--- config.mk ---
export PLATFORM = sky130hd
export DESIGN_NAME = al422_wr_ctrl
export DESIGN_NICKNAME = d
export VERILOG_FILES = /design/src/rtl/al422_wr_ctrl.sv
export SDC_FILE = /design/constraint.sdc
export NUM_CORES = 1
export LEC_CHECK = 0
export ABC_AREA = 1
export ABC_CLOCK_PERIOD_IN_PS = 1900
export BUFFER_PORTS_ARGS = -buffer_cell sky130_fd_sc_hd__buf_2
export CAP_MARGIN = 20
export CORE_MARGIN = 2
export CORE_UTILIZATION = 40
export DETAILED_ROUTE_END_ITERATION = 16
export PLACE_DENSITY = 0.66
export SLEW_MARGIN = 20
export SYNTH_ARGS = -nofsm -noshare
export SYNTH_HDL_FRONTEND = slang
export SYNTH_SLANG_ARGS = --single-unit
--- constraint.sdc ---
create_clock -name in_clk -period 1.9 [get_ports in_clk]
set_input_delay 0.285 -clock in_clk [delete_from_list [all_inputs] [get_ports in_clk]]
set_output_delay 0.285 -clock in_clk [all_outputs]
set_load 0.01 [all_outputs]
--- src/rtl/al422_wr_ctrl.sv ---
// AL422 frame-buffer write-side controller.
// Accepts a host byte stream, aligns on start-of-frame, writes exactly one
// frame into the AL422 FIFO and then holds it until the read side has taken it.
module al422_wr_ctrl #(
    parameter int FRAME_BYTES = 8192,
    parameter int WRST_CYCLES = 2
) (
    input  logic       in_clk,
    input  logic       in_rst,
    input  logic [7:0] in_data,
    input  logic       in_valid,
    input  logic       in_sof,
    output logic       in_ready,
    input  logic       rd_ack,
    output logic       al422_wrst_n_out,
    output logic       al422_we_n_out,
    output logic [7:0] al422_data_out,
    output logic       frame_ready,
    output logic       err_pulse
);

    // A one-byte frame still needs a one-bit counter to keep the logic legal.
    localparam int CNT_W = (FRAME_BYTES > 1) ? $clog2(FRAME_BYTES) : 1;
    localparam logic [CNT_W-1:0] CNT_LAST  = CNT_W'(FRAME_BYTES - 1);
    localparam logic [CNT_W-1:0] CNT_ONE   = CNT_W'(1);
    localparam logic [CNT_W-1:0] CNT_ZERO  = CNT_W'(0);
    localparam logic [3:0]       WRST_LAST = 4'(WRST_CYCLES - 1);

    typedef enum logic [1:0] {
        ST_WRST     = 2'd0,
        ST_WAIT_SOF = 2'd1,
        ST_WRITE    = 2'd2,
        ST_DONE     = 2'd3
    } state_t;

    state_t           state_q, state_d;
    logic [CNT_W-1:0] byte_cnt_q, byte_cnt_d;
    logic [3:0]       wrst_cnt_q, wrst_cnt_d;
    logic             we_n_q, we_n_d;
    logic [7:0]       data_q, data_d;
    logic             err_q, err_d;
    logic             ready_q, ready_d;
    logic             frame_ready_q, frame_ready_d;
    logic             wrst_n_q, wrst_n_d;
    logic             accept_s;

    // A byte is taken only when the registered ready is high.
    assign accept_s = in_valid & ready_q;

    // Next-state, counters and next values of every registered output.
    always_comb begin
        state_d    = state_q;
        byte_cnt_d = byte_cnt_q;
        wrst_cnt_d = 4'd0;
        we_n_d     = 1'b1;
        data_d     = data_q;
        err_d      = 1'b0;
        case (state_q)
            ST_WRST: begin
                if (wrst_cnt_q == WRST_LAST) begin
                    state_d    = ST_WAIT_SOF;
                    wrst_cnt_d = 4'd0;
                end else begin
                    wrst_cnt_d = wrst_cnt_q + 4'd1;
                end
            end
            ST_WAIT_SOF: begin
                // Bytes before a start-of-frame are swallowed without a write.
                if (accept_s && in_sof) begin
                    we_n_d = 1'b0;
                    data_d = in_data;
                    if (FRAME_BYTES == 1) begin
                        state_d    = ST_DONE;
                        byte_cnt_d = CNT_ZERO;
                    end else begin
                        state_d    = ST_WRITE;
                        byte_cnt_d = CNT_ONE;
                    end
                end else begin
                    state_d = ST_WAIT_SOF;
                end
            end
            ST_WRITE: begin
                if (accept_s) begin
                    if (in_sof) begin
                        // A new SOF inside a frame means the host lost sync:
                        // drop the byte and restart the FIFO from scratch.
                        state_d    = ST_WRST;
                        byte_cnt_d = CNT_ZERO;
                        err_d      = 1'b1;
                    end else begin
                        we_n_d = 1'b0;
                        data_d = in_data;
                        if (byte_cnt_q == CNT_LAST) begin
                            byte_cnt_d = CNT_ZERO;
                            state_d    = ST_DONE;
                        end else begin
                            byte_cnt_d = byte_cnt_q + CNT_ONE;
                        end
                    end
                end else begin
                    state_d = ST_WRITE;
                end
            end
            ST_DONE: begin
                if (rd_ack) begin
                    state_d = ST_WRST;
                end else begin
                    state_d = ST_DONE;
                end
            end
            default: begin
                state_d    = ST_WRST;
                byte_cnt_d = CNT_ZERO;
            end
        endcase
        // Status outputs are decoded from the next state so that, once
        // registered, they line up with the state they describe.
        ready_d       = (state_d == ST_WAIT_SOF) || (state_d == ST_WRITE);
        frame_ready_d = (state_d == ST_DONE);
        wrst_n_d      = (state_d != ST_WRST);
    end

    // State and output registers; reset parks the FIFO in write-reset.
    always_ff @(posedge in_clk or posedge in_rst) begin
        if (in_rst) begin
            state_q       <= ST_WRST;
            byte_cnt_q    <= CNT_ZERO;
            wrst_cnt_q    <= 4'd0;
            we_n_q        <= 1'b1;
            data_q        <= 8'h00;
            err_q         <= 1'b0;
            ready_q       <= 1'b0;
            frame_ready_q <= 1'b0;
            wrst_n_q      <= 1'b0;
        end else begin
            state_q       <= state_d;
            byte_cnt_q    <= byte_cnt_d;
            wrst_cnt_q    <= wrst_cnt_d;
            we_n_q        <= we_n_d;
            data_q        <= data_d;
            err_q         <= err_d;
            ready_q       <= ready_d;
            frame_ready_q <= frame_ready_d;
            wrst_n_q      <= wrst_n_d;
        end
    end

    assign in_ready         = ready_q;
    assign al422_wrst_n_out = wrst_n_q;
    assign al422_we_n_out   = we_n_q;
    assign al422_data_out   = data_q;
    assign frame_ready      = frame_ready_q;
    assign err_pulse        = err_q;

endmodule
==> impl_metrics.json <==
{
  "status": "finished clean",
  "clock_latency_ns": 0.29,
  "avgViaCountPerCell": 4.50,
  "drive_gt1_share_pct": 22.7,
  "drv_cap": 0,
  "clk_pin_slew_ns": 0.07,
  "setup_tns_ns": 0,
  "clock-root-buffer": "clkbuf_8",
  "rsz0062_at_grt": "false",
  "diodes": 0,
  "synth_nets": 224,
  "area_growth_pct": 20.6,
  "syn_inst": 202,
  "ys_types": 25,
  "hpwlAfterDp_mm": 2.27,
  "finalWirelength_mm": 2.99,
  "die_w_um": 68.4,
  "layout_setup_ws_ns": 0.184,
  "hold_violations": 0,
  "reg2reg_slack_ns": 0.18,
  "synth_area_leaders": "dfrtp_1 (47%), nand2_1 (9.9%), inv_1 (7.7%)",
  "clock-sinks": 32,
  "vias": 1297,
  "ant_nets": 0,
  "antenna_found_initial": 0,
  "worst_pin_slew_ns": 0.673,
  "cts_tree": "built",
  "gp_congestion": 0.844,
  "drt_iter0_drc": 38,
  "cts_setup_buffers": 0,
  "clockBufferDepth": 2,
  "cp.required_ns": 2.07,
  "first_pass_iters": 4,
  "initial_core_util_pct": 41.5,
  "place_ws_ns": 0.188,
  "fin_skew_ns": 0.00935,
  "p_per_area_mw_per_mm2": 1450,
  "io_pins": 26,
  "finalPower_mw": 2.90,
  "grt_pass1_wl_mm": 5.31,
  "syn_area_mm2": 0.00166,
  "hold_path.class": "in -> reg",
  "ys_ff_latch": 32,
  "drc_errors": 0,
  "core-area_mm2": 0.00400,
  "maxSlewViolCount": 0,
  "ys_warn_count": 0,
  "grt_max_degree": 17,
  "syn_avg_cell_area_um2": 8.22,
  "die-area_mm2": 0.00468,
  "synth.yosys.seq_area_share_pct": 48.3,
  "die_h_um": 68.4,
  "layout.nets": 259,
  "first_global_vias": 1206,
  "relSlewSlack_pct": 55.0,
  "fmax_mhz": 583,
  "cp_max_fo": 5,
  "rows": 23,
  "numCtsBuffers": 5,
  "finalCritPeriodShare_pct": 90.3,
  "report.final.setup_viol": 0,
  "cp-end-kind": "flip-flop",
  "cp-start-kind": "flip-flop",
  "min_period_ns": 1.72,
  "grt_usage_pct": 15.6,
  "post_drt_wl_per_cell_um": 10.4,
  "seqCellArea_um2": 802,
  "grt_overflow": 0,
  "worstPathArrival_ns": 1.89,
  "synth.largest_area_cell": "dfrtp_1",
  "power_leakage_nw": 1.06,
  "synth_top_area_share_pct": 46.7,
  "multi_input_area_um2": 711,
  "portBuffers": 25,
  "vdd_drop_max_mv": 0.639,
  "fillers": 391,
  "criticalPathCategory": "reg -> reg",
  "post-route-util_pct": 50.0,
  "htreeDepth": 2
}
critical path, cell delays in order (launching register included):
cell,delay [ns]
dfrtp_1,0.43
inv_1,0.13
ha_1,0.25
inv_1,0.11
nor3_1,0.18
nand2_1,0.07
nand2_1,0.08
o21ai_2,0.07
ha_1,0.29
timing repair:
action,CTS,global route
hold buffers,1,0
endpoints found under the hold margin,8,0
gates resized for setup,0,1
setup endpoints to repair,0,1
area by class of cell:
type | count | area share, %
multi-input combinational | 131 | 35.5
clock buffer | 7 | 4.81
clock inverter | 1 | 1.50
tap | 50 | 3.13
sequential | 32 | 40.1
inverter | 38 | 7.13
timing repair buffer | 29 | 7.87
Yosys cell counts:
cell type and instances:
o21ai_1 10, ha_1 9, nor2_2 3, nor2_4 1, a21oi_1 10, nand2_2 3, o211ai_2 1, inv_1 34
nand3_4 1, dfstp_2 1, nor3_1 4, nand3_2 1, nor3_2 1, xnor2_1 2, xor2_1 1, o21ai_2 1
dfrtp_1 31, nand3_1 13, buf_2 1, nand2_1 44, nand2_4 1, inv_2 4, nor2_1 20, o21ai_0 4
nor3b_1 1
layout by cell type (no fill, tap or decap), types with 4 or more instances in the layout:
master and instances:
a21oi_1 10, buf_2 25, clkbuf_8 7, dfrtp_1 31, ha_1 9, inv_1 34, inv_2 4, nand2_1 44
nand3_1 13, nor2_1 20, nor3_1 4, o21ai_1 11
report_power, final:
| part | switching [mW] | internal (mW) |
|---|---|---|
| Sequential | 0.119 | 0.886 |
| Clock | 0.256 | 0.463 |
| Combinational | 0.756 | 0.417 |
cell families (layout without fill, tap and decap cells):
kind of cell,count (synthesis),after routing,share of synthesized area [%]
adder cells (fa/ha/maj),9,9,6.78
AND/OR/NAND/NOR,93,93,25.9
AO/OA/AOI/OAI,26,26,8.52
XOR/XNOR,3,3,1.58
flip-flops,32,32,48.3
buffers and inverters,39,75,8.89
stage by stage:
step / area, um2 / instances / hold slack (ns)
floorplan: 1660 / 202 / 0.400
global placement: 1870 / 279 / 0.298
detailed placement: 1870 / 279 / 0.300
CTS: 2000 / 288 / 0.215
global route: 2000 / 288 / 0.231
finish: 2000 / 288 / 0.228
final timing paths:
path,from,to,depth (start not counted)
worst max-delay path,state_q[0],in_ready,8
worst min-delay path,in_data[3],al422_data_out[3],3
worst max register to register,state_q[0],in_ready,8
worst min register to register,al422_data_out[7],al422_data_out[7],2
max in group asynchronous,in_rst,wrst_cnt_q[1],4
min in group asynchronous,in_rst,byte_cnt_q[12],3
sequential cells by signal, summed over array words and instances (netlist names):
| name | cells |
|---|---|
| wrst_cnt_q | 4 |
| al422_data_out | 8 |
| frame_ready | 1 |
| in_ready | 1 |
| err_pulse | 1 |
| al422_wrst_n_out | 1 |
| state_q | 2 |
| byte_cnt_q | 13 |
| al422_we_n_out | 1 |
layer usage:
| metal | vias up | track usage [%] | wire (um) |
|---|---|---|---|
| met5 | - | 0 | 0 |
| met4 | 0 | 6.75 | 72 |
| met3 | 5 | 5.26 | 117 |
| li1 | 697 | - | - |
| met1 | 574 | 19.5 | 1510 |
| met2 | 21 | 24.4 | 1290 |
(Power assumes the default switching activity.)
